<file path="src/rtl/raster_bound_counter.sv">
// raster_bound_counter
// N_CH nested coordinate counters advanced as a raster scan (channel 0 is the
// innermost, X). Each channel has its own limit and stride register. Outputs
// per-channel "count < limit" flags, registered wrap pulses and a frame-done
// pulse. All state changes on the falling clock edge; reset is asynchronous,
// active low.
module raster_bound_counter #(
  parameter int          N_CH       = 2,
  parameter int          W          = 16,
  parameter int unsigned DEF_LIMIT  = 128,
  parameter int unsigned DEF_STRIDE = 1,
  localparam int         CHW        = (N_CH > 1) ? $clog2(N_CH) : 1
) (
  input  logic              clock,
  input  logic              reset_n,
  input  logic [W-1:0]      data_in,
  input  logic              wr_en,
  input  logic [CHW-1:0]    wr_ch,
  input  logic [1:0]        wr_field,
  input  logic              step_en,
  input  logic              clr,
  output logic [N_CH*W-1:0] count,
  output logic [N_CH-1:0]   flag,
  output logic [N_CH-1:0]   wrap,
  output logic              done
);

  // Write-field encodings; 3 is reserved and matches none of these.
  localparam logic [1:0] FIELD_LIMIT  = 2'd0;
  localparam logic [1:0] FIELD_STRIDE = 2'd1;
  localparam logic [1:0] FIELD_COUNT  = 2'd2;

  // Per-channel register file
  logic [W-1:0] cnt_q [N_CH];
  logic [W-1:0] cnt_d [N_CH];
  logic [W-1:0] lim_q [N_CH];
  logic [W-1:0] lim_d [N_CH];
  logic [W-1:0] str_q [N_CH];
  logic [W-1:0] str_d [N_CH];

  logic [N_CH-1:0] wrap_q;
  logic [N_CH-1:0] wrap_d;
  logic            done_q;
  logic            done_d;

  // Step datapath results (before clr / preload overrides)
  logic [W:0]      sum      [N_CH];
  logic [W-1:0]    step_cnt [N_CH];
  logic [N_CH-1:0] step_wrap;
  logic            step_done;

  // Decoded write strobes per channel. A write to a channel index that does
  // not exist simply matches no channel.
  logic [N_CH-1:0] hit_lim;
  logic [N_CH-1:0] hit_str;
  logic [N_CH-1:0] hit_cnt;

  genvar gi;
  generate
    for (gi = 0; gi < N_CH; gi++) begin : g_ch
      logic [W-1:0] eff_stride;
      logic         sel;

      // A zero stride would freeze the scan, so it behaves as stride 1.
      assign eff_stride = (str_q[gi] == '0) ? W'(1) : str_q[gi];

      // One extra bit so a sum past 2^W-1 still compares as >= limit.
      assign sum[gi] = {1'b0, cnt_q[gi]} + {1'b0, eff_stride};

      assign sel         = wr_en && (wr_ch == CHW'(gi));
      assign hit_lim[gi] = sel && (wr_field == FIELD_LIMIT);
      assign hit_str[gi] = sel && (wr_field == FIELD_STRIDE);
      assign hit_cnt[gi] = sel && (wr_field == FIELD_COUNT);

      assign count[gi*W +: W] = cnt_q[gi];
      assign flag[gi]         = (cnt_q[gi] < lim_q[gi]);
    end
  endgenerate

  assign wrap = wrap_q;
  assign done = done_q;

  // Ripple the step carry from the innermost channel outwards.
  always_comb begin : step_chain
    logic carry;
    carry     = step_en;
    step_wrap = '0;
    for (int k = 0; k < N_CH; k++) begin
      step_cnt[k] = cnt_q[k];
      if (carry) begin
        if (sum[k] >= {1'b0, lim_q[k]}) begin
          step_cnt[k]  = '0;
          step_wrap[k] = 1'b1;
        end else begin
          step_cnt[k] = sum[k][W-1:0];
          carry       = 1'b0;
        end
      end
    end
    step_done = carry;
  end

  // Apply clr, preload and limit/stride writes on top of the step result.
  always_comb begin
    for (int k = 0; k < N_CH; k++) begin
      cnt_d[k] = step_cnt[k];
      lim_d[k] = lim_q[k];
      str_d[k] = str_q[k];
      // Limit/stride writes land even during clr; the step already used the
      // old register value, so the new value only matters from the next edge.
      if (hit_lim[k]) begin
        lim_d[k] = data_in;
      end
      if (hit_str[k]) begin
        str_d[k] = data_in;
      end
      // clr wins over everything; a preload replaces only this channel's
      // count, leaving the carry and wrap of the step untouched.
      if (clr) begin
        cnt_d[k] = '0;
      end else if (hit_cnt[k]) begin
        cnt_d[k] = data_in;
      end
    end
    wrap_d = clr ? '0 : step_wrap;
    done_d = clr ? 1'b0 : step_done;
  end

  // State register, updated on the falling edge with async active-low reset.
  always_ff @(negedge clock or negedge reset_n) begin
    if (!reset_n) begin
      for (int k = 0; k < N_CH; k++) begin
        cnt_q[k] <= '0;
        lim_q[k] <= W'(DEF_LIMIT);
        str_q[k] <= W'(DEF_STRIDE);
      end
      wrap_q <= '0;
      done_q <= 1'b0;
    end else begin
      for (int k = 0; k < N_CH; k++) begin
        cnt_q[k] <= cnt_d[k];
        lim_q[k] <= lim_d[k];
        str_q[k] <= str_d[k];
      end
      wrap_q <= wrap_d;
      done_q <= done_d;
    end
  end

endmodule

</file>
<file path="config.mk">
export PLATFORM = sky130hd
export DESIGN_NAME = raster_bound_counter
export DESIGN_NICKNAME = d
export VERILOG_FILES = /design/src/rtl/raster_bound_counter.sv
export SDC_FILE = /design/constraint.sdc
export NUM_CORES = 1
export LEC_CHECK = 0
export CORE_MARGIN = 2
export CORE_UTILIZATION = 30
export CTS_CLUSTER_DIAMETER = 100
export DETAILED_ROUTE_END_ITERATION = 10
export GPL_TIMING_DRIVEN = 0
export SYNTH_ARGS = -nofsm -noshare
export SYNTH_HDL_FRONTEND = slang
export SYNTH_SLANG_ARGS = --single-unit
export TNS_END_PERCENT = 50
</file>
<file path="constraint.sdc">
create_clock -name clock -period 4.7 [get_ports clock]
set_clock_uncertainty 0.2 [all_clocks]
set_input_delay 1.175 -clock clock [delete_from_list [all_inputs] [get_ports clock]]
set_output_delay 1.175 -clock clock [all_outputs]
set_load 0.02 [all_outputs]
</file>
Yosys cells after proc, flatten, opt, wreduce, memory -nomap -nowiden

Index checks and enable logic that the tools add are counted.
Widths: inputs -> output; s select.

Bits in registers: 99
Input bits: 24
Output and inout port bits: 37
Word-level logic and storage cells: 46

$add $sub $neg: 2
$lt $le $gt $ge: 4
Eq/ne operators: 2
Mux-type cells: 16
Bitwise gates (word level): 1
Reduce and logical (&&, ||, !) cells: 13

Operators by type and width:

| kind               | count |
|---|---|
| $mux 16            | 10 |
| $add 16x16->17     | 2 |
| $ge 17x16->1       | 2 |
| $logic_not 16->1   | 2 |
| $lt 16x16->1       | 2 |
| $logic_and 1x1->1  | 8 |
| $reduce_bool 3->1  | 2 |
| $mux 1             | 5 |
| $eq 2x1->1 const B | 1 |
| $eq 2x2->1 const B | 1 |
| $logic_not 2->1    | 1 |
| $mux 2             | 1 |
| $not 1->1          | 1 |

Logic depth before layout (Yosys ltp)

Gate-level depths: netlist of the first run.

Word-level depth: 9
Mapped depth: 22
Depth with buffers taken out: 21

==> impl_metrics.ini, run 1 <==
[global_route]
grt_max_degree = 53
first_global_vias = 5978
antenna_found_initial = 0
grt_overflow = 0
grt_util_all_layers = 0.182
grt_pass1_wl_um = 33900

[worst_setup_path]
crit_type = flip-flop to output port
regToRegSetupSlack_ns = -0.22
worstPathMaxFanout = 2
r2r-start = str_q[27]
max_stage_delay_ns = 0.40
startpoint = lim_q[1]
cp_num_cells = 10
crit_arrival_ns = 4.80
rr_worst_depth = 23
endpoint_kind = output port
cpMaxStageDelayCell = dfrtn_1
crit_chain = inv_2 > ha_4 > a21o_1 > a21o_1 > a21o_1 > a21o_1 > a21o_1 > a211o_1 > a21oi_4 > buf_6
required_ns = 3.32
worst-path-buf-inv = 2
crit_path_start_kind = flip-flop
critPathCapture = flag[1]
cpLargestDelayFamily = compound AO/OA/AOI/OAI gates
crit_top_cell = a21o_1
r2r_end = count[20]

[run_status]
outcome = complete, but fails checks
violations = setup timing

[detailed_routing]
via_count = 6052
totalWireLength_um = 21600
postRouteAntennaNets = 0
wl_per_cell_um = 18.4
dr.first_iter.drc_count = 435
drt_first_pass_iters = 5
drc_errors = 0
vias_per_cell = 5.14

[place]
portBuffers = 59
hpwl_um = 15600
gp_congestion = 0.899
dp_cells = 1114
place_ws_ns = -1.67
placed_area_sq_um = 8200

[floorplan]
die_h_um = 157
rows = 55
initial_core_util = 0.307
io_pins = 61
die_w_um = 157
dieArea_sq_um = 24500
core-area_sq_um = 22800

[cells_and_area]
areaGrowthSynthToFinish_pct = 34.0
nNetsFinal = 979
final_util = 0.411
design_area_sq_um = 9350
layoutNonFillerInstCount = 1177
drive_above_1_share = 0.266
antenna_cells = 0

[timing]
tightest_slew_ns = 0.705
setup_viol = 62
rsz0062_at_grt = true
setup_ws_ns = -1.47
fin_tns_setup_ns = -8.98
report.final.slew_viol_count = 0
hold_ws_ns = 0.289
hold_viol = 0
max_slew_margin = 0.530

[yosys]
synth_flop_cell = dfrtn_1
ys_seq_area_frac = 0.352
synth-edff-count = 0
synth.area.mux_share = 0.0561
synth-xor-area-share = 0.0263
synth.cell_area_sq_um = 6980
synth-compound-area-share = 0.218
synth_top_family_by_area = compound AO/OA/AOI/OAI gates
syn-num-nets = 861
yosysUniqueCellTypes = 63
avgSynthCellArea_sq_um = 9.42
synth-simple-area-share = 0.116
synthCells = 741
synth_seq_cells = 98
yosys_warnings = 0
ys_async_sr_fraction = 1.00
synthAdderAreaFrac = 0.174

[power_and_ir_drop]
p_int_mw = 3.74
power_density_nw_per_um2 = 704
leakagePower_nw = 4.56
p_sw_mw = 2.84
power_mw = 6.59
p_comb_frac = 0.655
switching_share = 0.432
sequentialPowerShare = 0.211
peakVddDrop_mv = 0.206
p_clk_frac = 0.134

[cts]
cts_tree = built
ctsHoldBuffers = 0
cts-buffers-inserted = 9
root_buffer = clkbuf_16
clockBufferDepth = 2
htree_levels = 3
clk_pin_slew_ns = 0.05
clk_latency_ns = 0.41
clkSinkCount = 98

[worst_hold_path]
hold_class = flip-flop to flip-flop

[run]
timing.max_cap.violations = 0
metal layers:
| layer | global-route usage | up-vias | wire [um] |
|---|---|---|---|
| li1 | - | 2919 | - |
| met1 | 0.259 | 2943 | 10200 |
| met2 | 0.281 | 160 | 9820 |
| met3 | 0.0294 | 30 | 1090 |
| met4 | 0.0633 | 0 | 497 |
| met5 | 0 | - | 0 |
how the worst min path moves through the flow:
stage	from	to	slack (ns)	cells past startpoint
global route	str_q[5]	str_q[5]	0.30	1
CTS	str_q[22]	str_q[22]	0.29	1
global placement	str_q[6]	str_q[6]	0.28	1
finish	str_q[5]	str_q[5]	0.29	1
floorplan	str_q[8]	str_q[8]	0.26	1
detailed placement	str_q[9]	str_q[9]	0.29	1
what timing repair did:
| action | in CTS | in global routing |
|---|---|---|
| gates resized for setup | 303 | 31 |
| cloned | 4 | 0 |
| endpoints found under the setup margin | 134 | 84 |
| pin swaps | 41 | 32 |
| buffers inserted | 30 | 14 |
synthesized netlist by cell type, types with 2 or more instances:
master	n	area share
a21o_1	46	0.049
nand4_1	10	0.0090
or2_2	2	0.0018
nor3_1	23	0.016
mux2i_1	2	0.0029
o21a_1	8	0.0086
ha_1	94	0.17
a22o_1	14	0.018
a222oi_1	2	0.0029
o21ai_1	4	0.0029
o2bb2ai_1	2	0.0025
o21ai_0	55	0.039
nor2b_1	4	0.0036
fa_1	2	0.0057
o21bai_1	4	0.0043
a211oi_1	8	0.0086
nor4_1	6	0.0054
or3_1	2	0.0018
a41o_1	2	0.0029
dfrtn_1	94	0.34
dfstp_2	4	0.015
xor2_1	3	0.0038
a211o_1	4	0.0050
clkbuf_1	44	0.024
nor2_1	38	0.020
nand3_1	9	0.0064
nand2_1	46	0.025
buf_6	2	0.0032
a221oi_1	10	0.013
nand2b_1	11	0.0099
a2bb2oi_1	2	0.0025
mux2_2	33	0.053
a22oi_1	3	0.0032
and3_1	9	0.0081
a21oi_1	41	0.029
xnor2_1	18	0.023
inv_1	53	0.028
a221o_1	2	0.0029
power groups by stage:
stage,clock (mW),combinational [mW],sequential (mW)
floorplan,0.00662,2.38,1.45
global placement,0.00662,3.47,1.38
detailed placement,0.00662,3.50,1.38
CTS,0.895,4.04,1.39
global route,0.935,4.74,1.43
finish,0.883,4.31,1.39
kinds of logic (layout without fill, tap and decap cells):
kind of cell               Yosys count  count (layout)
and+or+nand+nor                    167             167
DFF                                 98              98
AOI/OAI and AO/OA                  222             222
muxes                               35              35
adders and majority gates           96              96
xor gates and xnor gates            21              21
buffers and inverters              102             225
sequential cells by signal (all words and copies together) (netlist names):
register / cells
done: 1
lim_q: 32
wrap: 1
count: 32
str_q: 32
cell usage in the layout (no fill, tap or decap), drive strengths merged, types with 3 or more instances in the layout:
cell type / count
nand2: 46
dfstp: 4
a221oi: 10
nand4: 10
nor3: 24
buf: 88
xnor2: 18
nor2b: 4
nor2: 39
nand2b: 11
a22oi: 3
o21ai: 59
dfrtn: 94
nor4: 6
a22o: 14
inv: 56
nand3: 10
o21bai: 4
o21a: 9
a211o: 4
and3: 9
mux2: 33
clkdlybuf4s50: 16
a21oi: 42
ha: 94
clkbuf: 61
a21o: 46
a211oi: 8
xor2: 3
layout make-up:
class / count / area [sq um]
clock inverters: 6 / 53.8
multi-input cells: 541 / 4610
inverters: 53 / 200
repair buffers: 104 / 1070
fillers: 2223 / 13400
clock buffers: 14 / 318
plain buffers: 48 / 258
flip-flops and latches: 98 / 2460
well taps: 313 / 392
No activity file was read; power rests on OpenSTA's default activity.
==> run 2, diff against run 1 <==
- CELL_PAD_IN_SITES_DETAIL_PLACEMENT: not set -> 1
- CELL_PAD_IN_SITES_GLOBAL_PLACEMENT: not set -> 1
- CORE_UTILIZATION: 30 -> 25
- PLACE_DENSITY_LB_ADDON: not set -> 0.1
==> run 2 against run 1 <==
Compared with the run above:
- the flow still finishes with violations (setup timing)
- global-route usage rose by 0.18 points
- power up 7.9%
- utilization decreased by 6.3 points
- critical path type unchanged
- sequential power about the same
- largest cell class unchanged
- critical path depth unchanged
==> impl_metrics.ini, run 2 (synthesis gave the netlist of run 1 again) <==
[cells_and_area]
layout.cells.most_common_list = dfrtn_1 (94), ha_1 (89), buf_6 (57)
areaGrowthSynthToFinish_pct = 37.7
drive_above_1_share = 0.294
nNetsFinal = 1006
layout_commonest_cell = dfrtn_1
antenna_cells = 0
design_area_sq_um = 9620
fillerInstances = 3153
final-seq-area_sq_um = 2460
final_util = 0.348
multi_input_area_sq_um = 4630

[floorplan]
dieArea_sq_um = 29300
die_h_um = 171
die_w_um = 171
initial_core_util = 0.253
io_pins = 61
rows = 61
core-area_sq_um = 27600

[cts]
htree_levels = 3
clockBufferDepth = 2
root_buffer = clkbuf_16
ctsHoldBuffers = 0
cts_tree = built
clk_latency_ns = 0.40
cts-buffers-inserted = 9
clkSinkCount = 98
clk_pin_slew_ns = 0.05

[timing]
hold_viol = 0
fin_tns_setup_ns = -13.28
tightest_slew_ns = 0.724
max_slew_margin = 0.505
rsz0062_at_grt = true
report.final.slew_viol_count = 0
setup_ws_ns = -1.52
setup_viol = 66

[worst_setup_path]
worstPathMaxFanout = 3
crit_path_start_kind = flip-flop
crit_type = flip-flop to output port
crit_arrival_ns = 4.84
endpoint_kind = output port
required_ns = 3.32

[detailed_routing]
dr.first_iter.drc_count = 269
postRouteAntennaNets = 0
totalWireLength_um = 26100
via_count = 6277
drt_first_pass_iters = 4
wl_per_cell_um = 20.6
vias_per_cell = 4.95
drc_errors = 0

[global_route]
grt_max_degree = 54
grt_pass1_wl_um = 40200
antenna_found_initial = 0
grt_util_all_layers = 0.184
grt_overflow = 0
first_global_vias = 6682

[run_status]
violations = setup timing
outcome = complete, but fails checks

[worst_hold_path]
hold_class = flip-flop to flip-flop

[power_and_ir_drop]
peakVddDrop_mv = 0.225
leakagePower_nw = 4.67
power_mw = 7.11
power_density_nw_per_um2 = 739

[place]
placed_area_sq_um = 8280
place_ws_ns = -1.72
portBuffers = 59
gp_congestion = 0.818
hpwl_um = 19000

[run]
timing.max_cap.violations = 0
[run 2: changes by cell type in the layout (fill, tap and decap cells not counted), sizes merged]
cell / delta
bufinv: -1
clkdlybuf4s15: -1
clkbuf: -5
dlygate4sd2: +1
buf: +30
clkinv: +3
[run 2: power by group]
part           switching (mW)  total [mW]  leakage [nW]  internal (mW)
Clock                   0.370       0.829         0.180          0.459
Combinational            2.48        4.87          3.26           2.40
Sequential              0.295        1.41          1.23           1.11
[run 2: final cells by class]
cell class / instances / area share
clock buffer: 12 / 0.0312
buffer: 48 / 0.0265
sequential: 98 / 0.256
inverter: 53 / 0.0208
timing repair buffer: 131 / 0.132
tap: 378 / 0.0492
multi-input combinational: 541 / 0.481
clock inverter: 8 / 0.00377
[run 2: worst paths after layout]
kind,end,startpoint,slack [ns],cells past startpoint
min reg2reg,str_q[2],str_q[2],0.29,1
max reg2reg,count[20],str_q[24],-0.37,23
min in group asynchronous,count[21],reset_n,2.90,1
max in group asynchronous,lim_q[23],reset_n,0.55,2
min,str_q[2],str_q[2],0.29,1
max,flag[1],lim_q[1],-1.52,10
[run 2: layer usage]
layer | vias up | part of all wire | routed length, um | GRT usage
met5 | - | 0 | 0 | 0
met4 | 0 | 0.019 | 484 | 0.0527
met3 | 27 | 0.027 | 713 | 0.0157
met2 | 93 | 0.45 | 11800 | 0.290
met1 | 3186 | 0.50 | 13100 | 0.268
li1 | 2971 | - | - | -
[run 2: what timing repair did]
item / CTS / global route
pin swaps: 52 / 43
gates cloned: 3 / 0
gates resized for setup: 311 / 35
endpoints found under the setup margin: 135 / 93
buffers inserted: 55 / 18
[run 2: worst max-delay path: stages, from the launching register on]
cell and delay, ns:
dfrtn_1 0.40, inv_2 0.05, ha_4 0.23, a21o_1 0.16
a21o_1 0.16, a21o_1 0.16, a21o_1 0.16, a21o_1 0.19
a211o_1 0.33, a21oi_4 0.17, buf_6 0.13
[run 2: metrics by stage]
stage	hold WS, ns	instances
final	0.290	1269
after global routing	0.317	1269
after CTS	0.291	1256
after detailed placement	0.284	1179
after global placement	0.280	1178
after floorplan	0.261	741
==> RTL edit: new RTL, settings of run 2 <==
The parameter `W` goes from 16 to 32.
--- a/src/rtl/raster_bound_counter.sv
+++ b/src/rtl/raster_bound_counter.sv
@@ -7,5 +7,5 @@
 module raster_bound_counter #(
   parameter int          N_CH       = 2,
-  parameter int          W          = 16,
+  parameter int          W          = 32,
   parameter int unsigned DEF_LIMIT  = 128,
   parameter int unsigned DEF_STRIDE = 1,
Ports: changed (resized count and data_in); port bits go from 61 to 109. The function was not compared with the original's and may differ.
==> RTL edit against run 2 <==
  * The run still ends with setup timing left
  * First-iteration DRC count is 140% higher
  * Critical path depth down 1
  * Worst hold slack got worse by 1.4 ps
  * Worst setup slack lost 430 ps
  * Die area increased by 100%
  * Sequential cell count up 96
  * Via count is 120% higher
  * Synthesized area is 110% higher
  * Cell area is 120% higher
  * Routed wire length rose by 140%
  * Core utilization is 1.5 points higher
  * Power is 110% higher
  * Combinational power rose by 120%
==> RTL edit: results (changes against run 2) <==
run_status:
  outcome: "finished with violations"  # unchanged
  violations: "setup timing"  # unchanged
place:
  port_buffers: 106  # was 59
  pre_cts_ws_ps: -2450  # was -1720 ps
  dpl.cell_count: 2467  # was 1179
route:
  met2WireLength_mm: 30.3  # was 11.8 mm
  drtIter0Drc: 654  # was 269
  via_per_inst: 5.14  # was 4.95
  finalWirelength_mm: 62.5  # was 26.1 mm
  wl_met1_mm: 28.9  # was 13.1 mm
  wl_met3_mm: 1.88  # was 713 µm
hold_path:
  holdPathEnd: "str_q[4]$_DFFE_NN0P_"  # was str_q[2]$_DFFE_NN0P_
  hp-start: "str_q[4]$_DFFE_NN0P_"  # was str_q[2]$_DFFE_NN0P_
timing:
  max_slew.worst_pin.slew_ps: 1350  # was 724 ps
  tns_ps: -96970  # was -13280 ps
  layout_setup_ws_ps: -1940  # was -1520 ps
  setup_viol: 161  # was 66
worst_setup_path:
  critPathLaunch: "count[33]$_DFFE_NN0P_"  # was lim_q[1]$_DFFE_NN0P_
  worstRegToRegCells: 27  # was 23
  arrival_ps: 5270  # was 4840 ps
  reg2reg_from: "str_q[56]$_DFFE_NN0P_"  # was str_q[24]$_DFFE_NN0P_
  r2r_slack_ps: -1350  # was -370 ps
  crit_fanout: 2  # was 3
clocking:
  clk_latency_ps: 520  # was 400 ps
  cts_max_level: 4  # was 3
  cts_buffers: 17  # was 9
global_route:
  grt_pass1_wl_mm: 92.9  # was 40.2 mm
  grt.total_usage: 0.209  # was 0.184
  grt_pass1_vias: 14414  # was 6682
  grt_use_met2: 0.352  # was 0.290
  use_met3: 0.0325  # was 0.0157
  antenna_found_initial: 1  # was 0
yosys:
  synth-seq-area-share: 0.335  # was 0.352
  syn_inst: 1594  # was 741
  syn_nets: 1826  # was 861
  synth_cell_types: 75  # was 63
  synth_area_leaders: "dfrtn_1 (33%), ha_1 (16%), mux2_2 (5.1%), o21ai_0 (3.7%), a21o_1 (3.4%)"  # was dfrtn_1 (34%), ha_1 (17%), mux2_2 (5.3%), a21o_1 (4.9%), o21ai_0 (3.9%)
  synthTopCellsByCount: "dfrtn_1 (190), ha_1 (190), clkbuf_1 (109), nand2_1 (108), o21ai_0 (106)"  # was dfrtn_1 (94), ha_1 (94), o21ai_0 (55), inv_1 (53)
pwr:
  power_leakage_nw: 9.52  # was 4.67 nW
  vdd_drop_max_v: 0.000330  # was 0.000225 V
final_layout:
  fin_cells: 2666  # was 1269
  nNetsFinal: 2119  # was 1006
## RTL edit: cell types whose count changed after synthesis, sizes merged, moves of 19 or more
cell,delta
nand2,+62
a211oi,+28
inv,+42
a22oi,+22
mux2,+32
nor3,+28
ha,+96
nor2,+52
dfrtn,+96
nand4,+25
clkbuf,+65
a21o,+19
o21ai,+49
a21oi,+36
## RTL edit: area by class of cell
| type | count | area, µm² |
|---|---|---|
| multi-input cells | 1185 | 10400 |
| flip-flops and latches | 194 | 4860 |
| fillers | 6504 | 36600 |
| well taps | 765 | 957 |
| plain buffers | 116 | 709 |
| clock buffers | 17 | 425 |
| inverters | 94 | 353 |
| clock inverters | 19 | 171 |
| repair buffers | 275 | 2980 |
| diodes | 1 | 2.50 |
## RTL edit: cell families (layout without fill, tap and decap cells)
kind of cell,count (synthesis),after routing,share of synthesized area
xor gates and xnor gates,48,48,0.0290
adders and majority gates,192,192,0.167
and+or+nand+nor,417,417,0.143
other,0,1,0
DFF,194,194,0.335
buffers and inverters,215,521,0.0572
AOI/OAI and AO/OA,461,461,0.217
muxes,67,67,0.0519
## RTL edit: report_power, final
| part | leakage (nW) | internal (mW) | total [mW] | switching, mW |
|---|---|---|---|---|
| logic | 6.80 | 5.08 | 10.8 | 5.68 |
| clock network | 0.293 | 0.791 | 1.59 | 0.797 |
| registers | 2.43 | 2.16 | 2.59 | 0.429 |
## RTL edit: stage by stage
stage	power, mW	instance area (µm²)	utilization
after floorplan	7.48	14900	-
after global placement	9.94	16900	0.295
after detailed placement	10.1	17000	0.296
after CTS	13.8	19500	0.340
after global routing	16.0	20900	0.363
final	14.9	20900	0.363
## RTL edit: timing repair
action	4_1_cts	5_1_grt
resized for setup	507	299
pin swaps	93	87
setup buffers	91	75
gates cloned	6	5
endpoints found under the setup margin	263	238
